**src/rtl/fpu_pkg.sv**
```systemverilog
// Shared FPU types and helpers: divider FSM states, canonical NaN
// and operand classification for any exponent/mantissa split.
package fpu_pkg;

   typedef enum logic [2:0] {
      IDLE,
      PREP,
      DIV,
      ROUND,
      DONE
   } fdiv_state_t;

   localparam int FMAXW = 128;

   function automatic logic [FMAXW-1:0] ones(input int n);
      return (FMAXW'(1) << n) - FMAXW'(1);
   endfunction

   // {0, all-ones exponent, quiet bit, zeros}
   function automatic logic [FMAXW-1:0] qnan(input int ew, input int mw);
      return ones(ew + 1) << (mw - 1);
   endfunction

   function automatic logic is_zero(input logic [FMAXW-1:0] e);
      return e == '0;
   endfunction

   function automatic logic is_inf(input logic [FMAXW-1:0] e,
                                   input logic [FMAXW-1:0] m,
                                   input int ew);
      return (e == ones(ew)) && (m == '0);
   endfunction

   function automatic logic is_nan(input logic [FMAXW-1:0] e,
                                   input logic [FMAXW-1:0] m,
                                   input int ew);
      return (e == ones(ew)) && (m != '0);
   endfunction

endpackage

```
**src/rtl/fdiv_round.sv**
```systemverilog
// Round-to-nearest-even and pack of a normalised quotient, with
// overflow to infinity and flush-to-zero on underflow.
module fdiv_round #(
   parameter int EW = 8,
   parameter int MW = 23
) (
   input  logic                sign,
   input  logic signed [EW+1:0] e,
   input  logic [MW+1:0]       q,
   input  logic                sticky,
   output logic [EW+MW:0]      y
);

   localparam logic signed [EW+1:0] EMAX = (EW+2)'((2 ** EW) - 1);
   localparam logic signed [EW+1:0] EONE = (EW+2)'(1);
   localparam logic signed [EW+1:0] EZERO = '0;

   logic                inc;
   logic [MW+1:0]       sum;
   logic                carry;
   logic [MW-1:0]       mant_r;
   logic signed [EW+1:0] e_r;

   // q = {hidden, mantissa, guard}
   assign inc    = q[0] & (sticky | q[1]);
   assign sum    = {1'b0, q[MW+1:1]} + (MW+2)'(inc);
   assign carry  = sum[MW+1];
   assign mant_r = carry ? sum[MW:1] : sum[MW-1:0];
   assign e_r    = carry ? e + EONE : e;

   always_comb begin
      y = {sign, e_r[EW-1:0], mant_r};
      if (e_r >= EMAX) begin
         y = {sign, {EW{1'b1}}, {MW{1'b0}}};
      end else if (e_r <= EZERO) begin
         y = {sign, {(EW+MW){1'b0}}};
      end
   end

endmodule

```
**src/rtl/fdiv_seq.sv**
```systemverilog
// Sequential restoring floating-point divider, one quotient bit per
// cycle, valid/ready on both sides, RNE rounding, DAZ/FTZ.
module fdiv_seq
   import fpu_pkg::*;
#(
   parameter int EW = 8,
   parameter int MW = 23
) (
   input  logic              clk,
   input  logic              rstn,
   input  logic              in_valid,
   output logic              in_ready,
   input  logic [EW+MW:0]    x1,
   input  logic [EW+MW:0]    x2,
   output logic              out_valid,
   input  logic              out_ready,
   output logic [EW+MW:0]    y,
   output logic              ovf
);

   localparam int W    = 1 + EW + MW;
   localparam int EXW  = EW + 2;
   localparam int CW   = $clog2(MW + 3);
   localparam int BIAS = (2 ** (EW - 1)) - 1;
   localparam logic signed [EXW-1:0] EONE = EXW'(1);

   fdiv_state_t          state_q, state_d;
   logic [W-1:0]         x1_q, x1_d, x2_q, x2_d;
   logic [MW+1:0]        rem_q, rem_d;
   logic [MW:0]          div_q, div_d;
   logic [MW+2:0]        q_q, q_d;
   logic signed [EXW-1:0] e_q, e_d;
   logic [CW-1:0]        cnt_q, cnt_d;
   logic                 sign_q, sign_d;
   logic [W-1:0]         y_q, y_d;
   logic                 ovf_q, ovf_d;
   logic                 out_valid_q, out_valid_d;

   logic [EW-1:0]        e1, e2;
   logic [MW-1:0]        m1, m2;
   logic                 z1, z2, i1, i2, n1, n2, fin_in;
   logic                 ge;
   logic [MW+1:0]        rem_sub;
   logic [MW+1:0]        q_n;
   logic signed [EXW-1:0] e_n, e_pre;
   logic                 sticky_n;
   logic [W-1:0]         y_rnd;

   assign e1 = x1_q[W-2:MW];
   assign e2 = x2_q[W-2:MW];
   assign m1 = x1_q[MW-1:0];
   assign m2 = x2_q[MW-1:0];

   assign z1 = is_zero(FMAXW'(e1));
   assign z2 = is_zero(FMAXW'(e2));
   assign i1 = is_inf(FMAXW'(e1), FMAXW'(m1), EW);
   assign i2 = is_inf(FMAXW'(e2), FMAXW'(m2), EW);
   assign n1 = is_nan(FMAXW'(e1), FMAXW'(m1), EW);
   assign n2 = is_nan(FMAXW'(e2), FMAXW'(m2), EW);
   assign fin_in = (e1 != '1) && (e2 != '1);

   assign e_pre = $signed({2'b00, e1}) - $signed({2'b00, e2})
                + EXW'(BIAS);

   assign ge      = rem_q >= {1'b0, div_q};
   assign rem_sub = ge ? rem_q - {1'b0, div_q} : rem_q;

   // Quotient lies in (0.5, 2): renormalise when the integer bit is 0
   assign q_n      = q_q[MW+2] ? q_q[MW+2:1] : q_q[MW+1:0];
   assign e_n      = q_q[MW+2] ? e_q : e_q - EONE;
   assign sticky_n = (rem_q != '0) | (q_q[MW+2] & q_q[0]);

   fdiv_round #(
      .EW (EW),
      .MW (MW)
   ) u_round (
      .sign   (sign_q),
      .e      (e_n),
      .q      (q_n),
      .sticky (sticky_n),
      .y      (y_rnd)
   );

   always_comb begin
      state_d     = state_q;
      x1_d        = x1_q;
      x2_d        = x2_q;
      rem_d       = rem_q;
      div_d       = div_q;
      q_d         = q_q;
      e_d         = e_q;
      cnt_d       = cnt_q;
      sign_d      = sign_q;
      y_d         = y_q;
      ovf_d       = ovf_q;
      out_valid_d = 1'b0;
      unique case (state_q)
         IDLE: begin
            if (in_valid) begin
               x1_d    = x1;
               x2_d    = x2;
               state_d = PREP;
            end
         end
         PREP: begin
            sign_d  = x1_q[W-1] ^ x2_q[W-1];
            state_d = DONE;
            if (n1 | n2 | (z1 & z2) | (i1 & i2)) begin
               y_d = W'(qnan(EW, MW));
            end else if (i1 | z2) begin
               y_d = {sign_d, {EW{1'b1}}, {MW{1'b0}}};
            end else if (z1 | i2) begin
               y_d = {sign_d, {(EW+MW){1'b0}}};
            end else begin
               rem_d   = {1'b0, 1'b1, m1};
               div_d   = {1'b1, m2};
               q_d     = '0;
               e_d     = e_pre;
               cnt_d   = CW'(MW + 2);
               state_d = DIV;
            end
            ovf_d = fin_in & (y_d[W-2:MW] == '1);
         end
         DIV: begin
            rem_d = {rem_sub[MW:0], 1'b0};
            q_d   = {q_q[MW+1:0], ge};
            if (cnt_q == '0) begin
               state_d = ROUND;
            end else begin
               cnt_d = cnt_q - CW'(1);
            end
         end
         ROUND: begin
            y_d     = y_rnd;
            ovf_d   = fin_in & (y_rnd[W-2:MW] == '1);
            state_d = DONE;
         end
         DONE: begin
            // valid follows one edge after the result register settles
            out_valid_d = 1'b1;
            if (out_valid_q & out_ready) begin
               out_valid_d = 1'b0;
               state_d     = IDLE;
            end
         end
         default: state_d = IDLE;
      endcase
   end

   always_ff @(posedge clk or negedge rstn) begin
      if (!rstn) begin
         state_q     <= IDLE;
         x1_q        <= '0;
         x2_q        <= '0;
         rem_q       <= '0;
         div_q       <= '0;
         q_q         <= '0;
         e_q         <= '0;
         cnt_q       <= '0;
         sign_q      <= 1'b0;
         y_q         <= '0;
         ovf_q       <= 1'b0;
         out_valid_q <= 1'b0;
      end else begin
         state_q     <= state_d;
         x1_q        <= x1_d;
         x2_q        <= x2_d;
         rem_q       <= rem_d;
         div_q       <= div_d;
         q_q         <= q_d;
         e_q         <= e_d;
         cnt_q       <= cnt_d;
         sign_q      <= sign_d;
         y_q         <= y_d;
         ovf_q       <= ovf_d;
         out_valid_q <= out_valid_d;
      end
   end

   assign in_ready  = (state_q == IDLE);
   assign out_valid = out_valid_q;
   assign y         = y_q;
   assign ovf       = ovf_q;

endmodule

```
**config.mk**
```make
export PLATFORM = sky130hd
export DESIGN_NAME = fdiv_seq
export DESIGN_NICKNAME = d
export VERILOG_FILES = /design/src/rtl/fpu_pkg.sv /design/src/rtl/fdiv_round.sv /design/src/rtl/fdiv_seq.sv
export SDC_FILE = /design/constraint.sdc
export NUM_CORES = 1
export LEC_CHECK = 0
export ABC_AREA = 1
export CAP_MARGIN = 20
export CORE_MARGIN = 8
export CORE_UTILIZATION = 65
export CTS_BUF_LIST = sky130_fd_sc_hd__clkbuf_2 sky130_fd_sc_hd__clkbuf_4 sky130_fd_sc_hd__clkbuf_8
export DETAILED_ROUTE_END_ITERATION = 8
export GPL_TIMING_DRIVEN = 0
export PLACE_DENSITY = 0.95
export SYNTH_ARGS = -nofsm -noshare
export SYNTH_HDL_FRONTEND = slang
export SYNTH_SLANG_ARGS = --single-unit
```
**constraint.sdc**
```tcl
create_clock -name clk -period 6.21 [get_ports clk]
set_input_delay 0.621 -clock clk [delete_from_list [all_inputs] [get_ports clk]]
set_output_delay 0.621 -clock clk [all_outputs]
set_load 0.01 [all_outputs]
```
==> metrics.md, run 1 <==
| Metric | Value |
|---|---|
| Async S/R FF share, synth | `100%` |
| Die area | `22200 sq um` |
| Total grt overflow | `0` |
| Critical path peak fanout | `10` |
| Clock Root Buffer | `clkbuf_8` |
| Layout Nets | `1659` |
| Total setup buffers inserted after CTS | `0` |
| Number of global-route vias before repair | `10400` |
| Clock period minus worst slack | `3.84 ns` |
| Remaining antenna violation count after routing | `0` |
| Status | `finished clean` |
| Tcrit/Tclk final | `61.9%` |
| FF+latch count, synth | `192` |
| Slew Limit Fails | `0` |
| Worst-case clock buffer depth | `2` |
| Deepest level of the CTS H-tree | `4` |
| TritonCTS clock tree | `built` |
| Setup repair after global routing missed its margin | `false` |
| Max Clk Rate | `260 MHz` |
| Largest net degree at the start of global routing | `100` |
| Clock sinks | `192` |
| Total area of sequential cells | `4800 sq um` |
| Final TNS setup | `0 ns` |
| WP data arrival | `4.22 ns` |
| Kind of capture point of the worst setup path | `flip-flop` |
| Worst-Margin Slew | `0.889 ns` |
| Highest-utilization routing layer at the global route stage | `met2` |
| Met3 track demand over resource in global routing | `5.01%` |
| Critical-path cell with the highest stage delay | `nor2_2` |
| Chip height | `149 um` |
| Synthesized Nets | `1537` |
| Max-cap viol count | `0` |
| DRT iter0 DRCs | `948` |
| Yosys warning count | `0` |
| Synth cell types | `59` |
| Fraction of layout instances using a drive strength above 1 | `9.34%` |
| Most frequently used flop master after synthesis | `dfrtp_1` |
| Antenna Cells | `0` |
| P&R area growth vs syn | `15.7%` |
| Overall Power | `7.45 mW` |
| Hpwl dp | `22700 um` |
| P_leak | `6.15 nW` |
| Total wire length | `30100 um` |
| Initial antenna violation count | `0` |
| Top-Level Pins | `103` |
| Average detailed-routed wire length per instance | `16.8 um` |
| Required @ worst endpoint | `6.59 ns` |
| Min-delay worst type | `in -> async` |
| Post-cts hold buffer count | `0` |
| First-pass GRT wire length | `49300 um` |
| Critical path cell sequence | `nor4_1 -> nand4_1 -> or2_2 -> a21oi_1 -> nand2_1 -> nand2_1 -> nand2_1 -> nor2_2 -> nor2_1 -> inv_1 -> buf_2 -> nand2_1 -> o31ai_1` |
| Port Buffer Count | `102` |
| Sequential cell area fraction in the yosys report | `41.8%` |
| Max transition margin | `39.2%` |
| Crit path kind | `reg -> reg` |
| Filler cell count | `1232` |
| Clk_lat worst skew | `0.48 ns` |
| Largest incremental delay on the critical path | `0.48 ns` |
| Number of design rule violations left after detail routing | `0` |
| Cell Area, Synth | `11500 sq um` |
| Std cell rows | `48` |
| Multi-input gate area | `5750 sq um` |
| Final-report setup violation count | `0` |
| Final hold violation count | `0` |
| Met1 demand-to-capacity share in global routing | `31.9%` |
| Average cell area after synthesis | `8.05 sq um` |
| Post-route worst hold slack | `0.157 ns` |
| Startpoint kind of the worst setup timing path | `flip-flop` |
| Number of enable flip-flop cells after synthesis | `0` |
| VDD IR max | `0.312 mV` |
| Post_cts resized | `0` |
| 1st-pass router iterations | `5` |
| Drt via density | `5.90` |
| Synthesized instance count | `1429` |
| Die Width | `149 um` |
| Placeable core region | `17300 sq um` |
| Effective utilization at floorplan | `66.5%` |
| Worst Skew | `0.0105 ns` |
| Clock transition time at the flip-flop clock pins of the worst setup and hold paths | `0.09 ns` |
| PwrDens | `560 nW/um^2` |
| Number of buffers added by the clock tree synthesis step | `17` |
| Met2 usage | `46.7%` |
| Weighted congestion reported at the end of routability-driven placement | `0.948` |
| Total number of vias | `10500` |
| Global routing usage summed across all routing layers | `27.3%` |
| Most numerous cell on the critical path | `nand2_1` |
-- sequential cells by signal, indices dropped and copies added, names as in the netlist --
name	cells
y	32
div_q	24
x1_q	32
out_valid	1
state_q	3
rem_q	25
cnt_q	5
sign_q	1
e_q	10
x2_q	32
ovf	1
q_q	26
-- cells in the final DEF (no fill, tap or decap), types with 7 or more instances in the layout --
cell type	count
mux2_2	43
clkdlybuf4s50_1	101
o21ai_2	8
nand2_1	305
nor3_1	13
a31oi_1	13
o21bai_1	7
nand4_1	20
nor2_1	103
o21ai_1	10
nand2_2	9
inv_2	7
clkbuf_1	33
o21ai_0	128
nor2_2	10
inv_1	165
ha_1	38
xor2_1	26
o22ai_1	27
a21oi_1	81
dfrtp_1	192
xnor2_1	22
clkbuf_8	20
a2bb2oi_1	8
nor4_1	22
a22oi_1	11
nand3_1	50
-- per-layer routing --
layer / up-vias / part of all wire [%] / wire (um)
met2: 443 / 49 / 14600
met3: 105 / 6.5 / 1950
li1: 5015 / - / -
met1: 4978 / 40 / 12100
met4: 0 / 4.7 / 1410
met5: - / 0 / 0
-- cell usage after synthesis (3+ instances only) --
cell type	count	area share, %
clkinv_1	5	0.16
nand3_2	6	0.52
dfrtp_1	192	42
o21a_1	3	0.20
or2_2	3	0.16
nor2_2	10	0.54
nor3_1	13	0.57
o21ai_1	10	0.44
nand3b_1	3	0.20
clkbuf_1	33	1.1
inv_2	7	0.23
o31ai_1	5	0.33
o21ai_0	128	5.6
nor4_1	22	1.2
o211ai_1	6	0.39
o21bai_1	7	0.46
xnor2_1	22	1.7
nand2_1	305	10
a22oi_1	11	0.72
nand2_2	9	0.49
o21ai_2	8	0.61
mux2_2	43	4.2
ha_1	38	4.1
o22ai_1	27	1.5
inv_1	165	5.4
nor2_1	103	3.4
buf_2	6	0.26
a21o_1	5	0.33
xor2_1	26	2.0
a2bb2oi_1	8	0.61
nand3_1	50	2.2
a31oi_1	13	0.71
buf_6	6	0.59
nand4_1	20	1.1
a21oi_1	81	3.5
-- path summary, 6_finish.rpt --
check	from	to	slack, ns	depth (start not counted)
worst max register to register	x1_q[15]$_DFFE_PN0P_	y[0]$_DFFE_PN0P_	2.37	13
worst max-delay path	x1_q[15]$_DFFE_PN0P_	y[0]$_DFFE_PN0P_	2.37	13
max in group asynchronous	rstn	x2_q[30]$_DFFE_PN0P_	5.12	2
worst min register to register	div_q[23]$_DFFE_PN0P_	div_q[23]$_DFFE_PN0P_	0.48	2
min in group clk	div_q[23]$_DFFE_PN0P_	div_q[23]$_DFFE_PN0P_	0.48	2
worst min-delay path	rstn	y[9]$_DFFE_PN0P_	0.16	1
-- critical path: cells and delay by family (launching register included) --
family | cells | cell delay [ns]
flip-flops | 1 | 0.43
buffers and inverters | 2 | 0.52
AO/OA/AOI/OAI | 2 | 0.23
AND/OR/NAND/NOR | 9 | 2.56
-- metrics by stage --
stage          setup slack (ns)  instances  utilization [%]  cell area [sq um]
2_1_floorplan              3.01       1429                -              11500
3_3_place_gp              -3.07       1756             74.0              12800
3_5_place_dp               2.47       1757             74.2              12800
4_1_cts                    2.43       1788             76.9              13300
5_1_grt                    2.13       1788             76.9              13300
6_report                   2.37       1788             76.9              13300
-- area by class of cell --
cell class,count,share of cell area (%)
multi-input cells,1008,43.2
flip-flops and latches,192,36.1
repair buffers,103,7.92
inverters,178,5.04
clock buffers,22,2.18
well taps,225,2.12
plain buffers,51,2.10
clock inverters,9,1.34
-- cells by family (layout without fill, tap and decap cells) --
group	Yosys count	count (layout)	share of synthesized area [%]
simple gates	553	553	21.2
compound gates	323	323	16.3
buf+inv	229	363	8.25
flops	192	192	41.8
xor+xnor	49	49	3.80
mux	43	43	4.21
fa+ha+maj	40	40	4.48
-- where the power goes --
group | leakage [nW] | total, mW | switching [mW] | internal (mW)
clock | 0.232 | 0.961 | 0.442 | 0.519
combinational | 3.57 | 4.40 | 2.76 | 1.64
sequential | 2.35 | 2.09 | 0.347 | 1.74
total | 6.15 | 7.45 | 3.55 | 3.90
Power figures use the tool's default switching activity.
==> run 2: changes to the inputs <==
CORE_UTILIZATION = 54   (was 65)
PLACE_DENSITY = 0.88   (was 0.95)
clock period = 3.5 ns   (was 6.21 ns; I/O delays follow)
==> run 2 against run 1 <==
Net effect: combinational power rose by 79%; sequential share of layout area fell by 0.40 points; critical path depth grew 2; worst hold slack better by 0.28 ns; clock power is 55% higher; via count shrank 0.57%; routed wire length fell by 1.2%; worst setup slack got worse by 2.3 ns; die area is 18% higher; critical endpoint is now y[13]$_DFFE_PN0P_.
==> metrics.md, run 2 (same netlist as run 1, synthesis figures left out) <==
| Metric | Value |
|---|---|
| Hold path startpoint | `x2[4]` |
| Worst Slack Setup Final | `0.0796 ns` |
| Leading cell types in the layout, fill and taps excluded | `nand2_1 (301), dfrtp_1 (192), inv_1 (164)` |
| Met2 Wirelength | `14300 um` |
| Family with the most delay on the worst path | `simple AND/OR/NAND/NOR gates` |
| Post-placement cell count | `1807` |
| Placement Cell Area | `12900 sq um` |
| PwrDens | `970 nW/um^2` |
| Weighted congestion reported at the end of routability-driven placement | `0.949` |
| Effective utilization at floorplan | `54.9%` |
| Startpoint of the most critical setup path | `x1_q[15]$_DFFE_PN0P_` |
| Antenna Cells | `0` |
| Largest net degree at the start of global routing | `106` |
| P_leak | `6.18 nW` |
| Worst setup timing slack at the placement stage | `-0.227 ns` |
| Critical path peak fanout | `10` |
| Startpoint kind of the worst setup timing path | `flip-flop` |
| Clock Root Buffer | `clkbuf_8` |
| Final-report setup violation count | `0` |
| Worst Skew | `0.0184 ns` |
| Reg-to-reg startpoint | `x1_q[15]$_DFFE_PN0P_` |
| Number of global-route vias before repair | `10300` |
| Placeable core region | `21000 sq um` |
| Worst-case clock buffer depth | `2` |
| Number of design rule violations left after detail routing | `0` |
| Remaining antenna violation count after routing | `0` |
| Clock period minus worst slack | `3.42 ns` |
| Total grt overflow | `0` |
| DRT iter0 DRCs | `669` |
| Worst-Margin Slew | `0.775 ns` |
| Largest incremental delay on the critical path | `0.43 ns` |
| Critical path cell sequence | `nor4_1 -> nand4_1 -> or2_2 -> nor2_1 -> nor2_1 -> nand2_1 -> o21bai_1 -> nand2_2 -> nor2_4 -> buf_4 -> nor2_4 -> inv_1 -> buf_2 -> nand2_1 -> o41ai_2` |
| Uppermost metal layer occupied by signal nets | `met4` |
| Max-cap viol count | `0` |
| Slew Limit Fails | `0` |
| Fraction of layout instances using a drive strength above 1 | `10.7%` |
| Non-filler instance count after layout | `1845` |
| Detailed-routing wirelength on met1 | `12700 um` |
| Kind of capture point of the worst setup path | `flip-flop` |
| Routed length on met3 | `1720 um` |
| Total number of vias | `10500` |
| Die area | `26200 sq um` |
| Average detailed-routed wire length per instance | `16.1 um` |
| Std cell rows | `53` |
| Drt via density | `5.68` |
| Layout Nets | `1665` |
| Hpwl dp | `22700 um` |
| Filler cell count | `1729` |
| VDD IR max | `0.521 mV` |
| Clock sinks | `192` |
| WP data arrival | `3.77 ns` |
| P&R area growth vs syn | `17.0%` |
| Deepest level of the CTS H-tree | `4` |
| Worst path bufs/invs | `3` |
| Clk_lat worst skew | `0.48 ns` |
| Clock transition time at the flip-flop clock pins of the worst setup and hold paths | `0.11 ns` |
| Die Width | `162 um` |
| End-of-flow core utilization | `64.2%` |
| 1st-pass router iterations | `6` |
| Status | `finished clean` |
| Global routing usage summed across all routing layers | `22.7%` |
| TritonCTS clock tree | `built` |
| First-pass GRT wire length | `49100 um` |
| Max transition margin | `48.3%` |
| Initial antenna violation count | `0` |
| Final hold violation count | `0` |
| Chip height | `162 um` |
| Required @ worst endpoint | `3.85 ns` |
| Overall Power | `13.1 mW` |
| Top-Level Pins | `103` |
| Total wire length | `29700 um` |
| Port Buffer Count | `102` |
| Critical-path cell with the highest stage delay | `dfrtp_1` |
| Post-Layout Inst Area | `13500 sq um` |
| Most common library cell in the layout ignoring fill and taps | `nand2_1` |
| Crit path kind | `reg -> reg` |
| Number of buffers added by the clock tree synthesis step | `17` |
| Tcrit/Tclk final | `97.7%` |
| Min-delay worst type | `in -> reg` |
| Max Clk Rate | `292 MHz` |
-- run 2: cell types whose count changed in the layout (fill, tap and decap cells not counted), moves of 2 or more --
cell,change
nor2_1,-4
buf_4,+7
nand2_2,+2
nor2_4,+4
bufinv_16,-4
clkinv_4,+2
nand2_1,-4
nand2_4,+2
inv_6,+7
-- run 2: area by class of cell --
type	instances	area (sq um)	area share (%)
Multi-Input combinational cell	1008	5860	43.6
Sequential cell	192	4800	35.7
Timing Repair Buffer	112	1120	8.35
Inverter	178	671	4.98
Tap cell	275	344	2.56
Clock buffer	19	262	1.94
Buffer	48	255	1.90
Clock inverter	13	136	1.01
-- run 2: repair_timing --
action | 4_1_cts | 5_1_grt
buffers inserted | 3 | 5
endpoints found under the setup margin | 44 | 52
hold buffers | 1 | 0
gates resized for setup | 13 | 13
pin swaps | 5 | 11
hold endpoints to repair | 104 | 0
-- run 2: routing by layer --
| metal | vias up | global-route usage (%) |
|---|---|---|
| li1 | 5031 | - |
| met4 | 0 | 9.39 |
| met3 | 70 | 4.48 |
| met2 | 364 | 38.6 |
| met5 | - | 0 |
| met1 | 5016 | 27.6 |
-- run 2: path summary, 6_finish.rpt --
path                                         to  slack (ns)  depth (start not counted)
setup / recovery              y[13]$_DFFE_PN0P_        0.08                         15
hold / removal              x2_q[4]$_DFFE_PN0P_        0.44                          3
setup reg to reg              y[13]$_DFFE_PN0P_        0.08                         15
min in group asynchronous     y[18]$_DFFE_PN0P_        0.52                          2
max in group asynchronous  x1_q[30]$_DFFE_PN0P_        2.10                          3
hold reg to reg                y[8]$_DFFE_PN0P_        0.49                          2
-- run 2: stage by stage --
stage,setup TNS [ns],hold WS [ns]
after floorplan,0,0.0544
after global placement,-1075.77,0.456
after detailed placement,-5.49,0.453
after CTS,0,0.428
after global routing,-0.00622,0.439
final,0,0.441
-- run 2: tightest hold or removal path, cell delays in order --
cell	delay, ns
clkdlybuf4s50_1	0.40
nor2_1	0.10
a21oi_1	0.04
-- run 2: where the power goes --
| part | internal [mW] | switching (mW) | leakage (nW) |
|---|---|---|---|
| sequential | 3.09 | 0.619 | 2.35 |
| combinational | 2.98 | 4.88 | 3.63 |
| clock | 0.627 | 0.860 | 0.201 |
==> run 3: changes to the inputs <==
ABC_AREA = unset   (was 1)
CORE_UTILIZATION = 55   (was 54)
PLACE_DENSITY = 0.9   (was 0.88)
REMOVE_ABC_BUFFERS = 1   (was unset)
==> run 3 against run 2 <==
Net effect: the flow now finishes with violations (setup timing); global-route usage shrank 0.29 points; register-to-register slack worse by 0.20 ns; cell count fell by 11%; synthesized cell count down 12%; maximum frequency shrank 5.4%; sequential power rose by 7.3%; clock power fell by 3%; worst setup slack lost 0.20 ns; largest cell class unchanged.
==> metrics.md, run 3 <==
| Metric | Value |
|---|---|
| Status | `finished, violations left` |
| Failing checks | `setup timing` |
| Startpoint kind of the worst setup timing path | `flip-flop` |
| Max-cap viol count | `0` |
| Fraction of layout instances using a drive strength above 1 | `14.8%` |
| Effective utilization at floorplan | `55.4%` |
| FF+latch count, synth | `192` |
| Worst-case clock buffer depth | `2` |
| Final-report setup violation count | `28` |
| Synth cell types | `80` |
| Sequential cell area fraction in the yosys report | `41.6%` |
| Critical path peak fanout | `8` |
| Number of enable flip-flop cells after synthesis | `0` |
| Critical-path cell with the highest stage delay | `dfrtp_4` |
| Detailed-routing wirelength on met1 | `12200 um` |
| Clk_lat worst skew | `0.49 ns` |
| Cell types with the highest counts after synthesis | `dfrtp_1 (192), nand2_1 (142), o21ai_0 (105)` |
| Clock transition time at the flip-flop clock pins of the worst setup and hold paths | `0.11 ns` |
| Non-filler instance count after layout | `1645` |
| Total wire length | `30000 um` |
| Top-Level Pins | `103` |
| Port Buffer Count | `102` |
| DRT iter0 DRCs | `984` |
| Total number of vias | `10200` |
| Antenna Cells | `0` |
| Slew Limit Fails | `0` |
| Post-placement cell count | `1571` |
| Std cell rows | `53` |
| Leading cell types in the layout, fill and taps excluded | `dfrtp_1 (190), nand2_1 (141), clkdlybuf4s50_1 (101)` |
| Initial antenna violation count | `0` |
| Final hold violation count | `0` |
| Worst Skew | `0.0189 ns` |
| Tcrit/Tclk final | `103%` |
| Average cell area after synthesis | `9.18 sq um` |
| Filler cell count | `1496` |
| Clock period minus worst slack | `3.62 ns` |
| Uppermost metal layer occupied by signal nets | `met4` |
| Yosys warning count | `0` |
| VDD IR max | `0.553 mV` |
| Flop-to-flop setup slack | `-0.12 ns` |
| Routed length on met3 | `2220 um` |
| Most numerous cell on the critical path | `buf_12` |
| Worst Slack Setup Final | `-0.117 ns` |
| P_leak | `5.74 nW` |
| Dominant cell by count in the synthesized netlist | `dfrtp_1` |
| Met2 Wirelength | `14500 um` |
| Worst setup timing slack at the placement stage | `-1.16 ns` |
| WP data arrival | `4.00 ns` |
| Clock Root Buffer | `clkbuf_8` |
| Worst-Margin Slew | `1.01 ns` |
| Kind of capture point of the worst setup path | `flip-flop` |
| Drt via density | `6.19` |
| Crit path kind | `reg -> reg` |
| Post-route worst hold slack | `0.372 ns` |
| 1st-pass router iterations | `6` |
| Most frequently used flop master after synthesis | `dfrtp_1` |
| Clock sinks | `192` |
| Min-delay worst type | `in -> async` |
| Largest incremental delay on the critical path | `0.53 ns` |
| First-pass GRT wire length | `48200 um` |
| Average detailed-routed wire length per instance | `18.3 um` |
| Number of design rule violations left after detail routing | `0` |
| Chip height | `161 um` |
| Deepest level of the CTS H-tree | `4` |
| Most common library cell in the layout ignoring fill and taps | `dfrtp_1` |
| Critical path cell sequence | `buf_12 -> nand2b_4 -> a21boi_2 -> ha_2 -> nand3_4 -> nor4_4 -> buf_4 -> and4_4 -> buf_12 -> o211a_1 -> a21oi_1 -> o41a_1 -> and2_4 -> buf_12 -> a22o_1` |
| Die area | `25900 sq um` |
| P&R area growth vs syn | `20.1%` |
| Async S/R FF share, synth | `100%` |
| Synthesized instance count | `1257` |
| Hpwl dp | `20500 um` |
| Weighted congestion reported at the end of routability-driven placement | `0.932` |
| Cell types with the largest area share after synthesis | `dfrtp_1 (42%), mux2_2 (5.9%), nand2_1 (4.6%)` |
| Required @ worst endpoint | `3.88 ns` |
| Remaining antenna violation count after routing | `0` |
| PwrDens | `969 nW/um^2` |
| Total grt overflow | `0` |
| Share of Yosys cell area claimed by the top area cell type | `41.6%` |
| Number of global-route vias before repair | `9854` |
| Number of buffers added by the clock tree synthesis step | `17` |
| Cell type contributing the most total cell area after synthesis | `dfrtp_1` |
| Global routing usage summed across all routing layers | `22.4%` |
| Max Clk Rate | `276 MHz` |
| Setup repair after global routing missed its margin | `true` |
| Layout Nets | `1465` |
| Placeable core region | `20800 sq um` |
| Die Width | `161 um` |
| Largest net degree at the start of global routing | `129` |
| Max transition margin | `32.4%` |
| Cell Area, Synth | `11500 sq um` |
| TritonCTS clock tree | `built` |
[run 3: changes by cell type after synthesis, moves of 17 or more]
| cell | change |
|---|---|
| o22ai_1 | -20 |
| nor2_1 | -21 |
| a211oi_1 | +18 |
| mux2_2 | +17 |
| o21ai_0 | -23 |
| nand2_1 | -163 |
| nand3_1 | -17 |
| inv_1 | -105 |
| clkbuf_1 | +20 |
| xnor2_1 | +27 |
| mux2i_1 | +27 |
| a22o_1 | +34 |
[run 3: where the power goes]
group	total (mW)	leakage, nW	internal [mW]	switching [mW]
clock	1.44	0.190	0.603	0.840
combinational	8.00	3.16	3.45	4.55
sequential	3.98	2.39	3.09	0.896
total	13.4	5.74	7.14	6.29
[run 3: timing repair]
action / in CTS / in global routing
pin swaps: 9 / 19
setup endpoints to repair: 48 / 47
setup buffers: 20 / 20
resized for setup: 22 / 48
gates cloned: 0 / 2
endpoints found under the hold margin: 64 / 0
hold buffers: 1 / 0
[run 3: final cells by class]
| type | instances | area (sq um) | area share [%] |
|---|---|---|---|
| Clock buffer | 19 | 255 | 1.84 |
| Clock inverter | 13 | 131 | 0.948 |
| Sequential cell | 192 | 4810 | 34.7 |
| Tap cell | 275 | 344 | 2.48 |
| Inverter | 61 | 229 | 1.65 |
| Multi-Input combinational cell | 929 | 6470 | 46.7 |
| Timing Repair Buffer | 156 | 1620 | 11.7 |
[run 3: through the flow]
stage                     utilization (%)  TNS [ns]  area, sq um  power, mW
after floorplan                         -   -235.05        11200       9.30
after global placement               60.5  -1611.36        12600       10.8
after detailed placement             61.5    -33.06        12800       11.3
after CTS                            64.8         0        13500       13.0
after global routing                 66.5     -5.37        13900       14.5
final                                66.5     -1.59        13900       13.4
[run 3: critical path: cells and delay by family (launching register included)]
family | cells | cell delay, ns
buffers and inverters | 4 | 0.59
and+or+nand+nor | 5 | 1.12
AOI/OAI and AO/OA | 5 | 1.04
adders and majority gates | 1 | 0.23
DFF | 1 | 0.53
[run 3: final timing paths]
kind | to | cells after the start | startpoint
worst min register to register | div_q[23]$_DFFE_PN0P_ | 2 | div_q[23]$_DFFE_PN0P_
worst max-delay path | y[6]$_DFFE_PN0P_ | 15 | q_q[25]$_DFFE_PN0P_
max in group asynchronous | e_q[0]$_DFFE_PN0P_ | 3 | rstn
min in group clk | x2_q[27]$_DFFE_PN0P_ | 3 | x2[27]
worst min-delay path | y[29]$_DFFE_PN0P_ | 2 | rstn
worst max register to register | y[6]$_DFFE_PN0P_ | 15 | q_q[25]$_DFFE_PN0P_
[run 3: layer usage]
metal	vias up	track usage [%]
met5	-	0
met4	0	8.96
met3	92	4.20
met2	476	37.5
met1	4911	28.1
li1	4697	-
[run 3: kinds of logic (layout without fill, tap and decap cells)]
group                      Yosys count  after routing  synth area share [%]
muxes                               87             87                  8.20
buffers and inverters              136            249                  4.66
AOI/OAI and AO/OA                  331            331                  18.4
adders and majority gates           40             40                  4.47
and+or+nand+nor                    389            389                  16.2
DFF                                192            192                  41.6
xor gates and xnor gates            82             82                  6.45
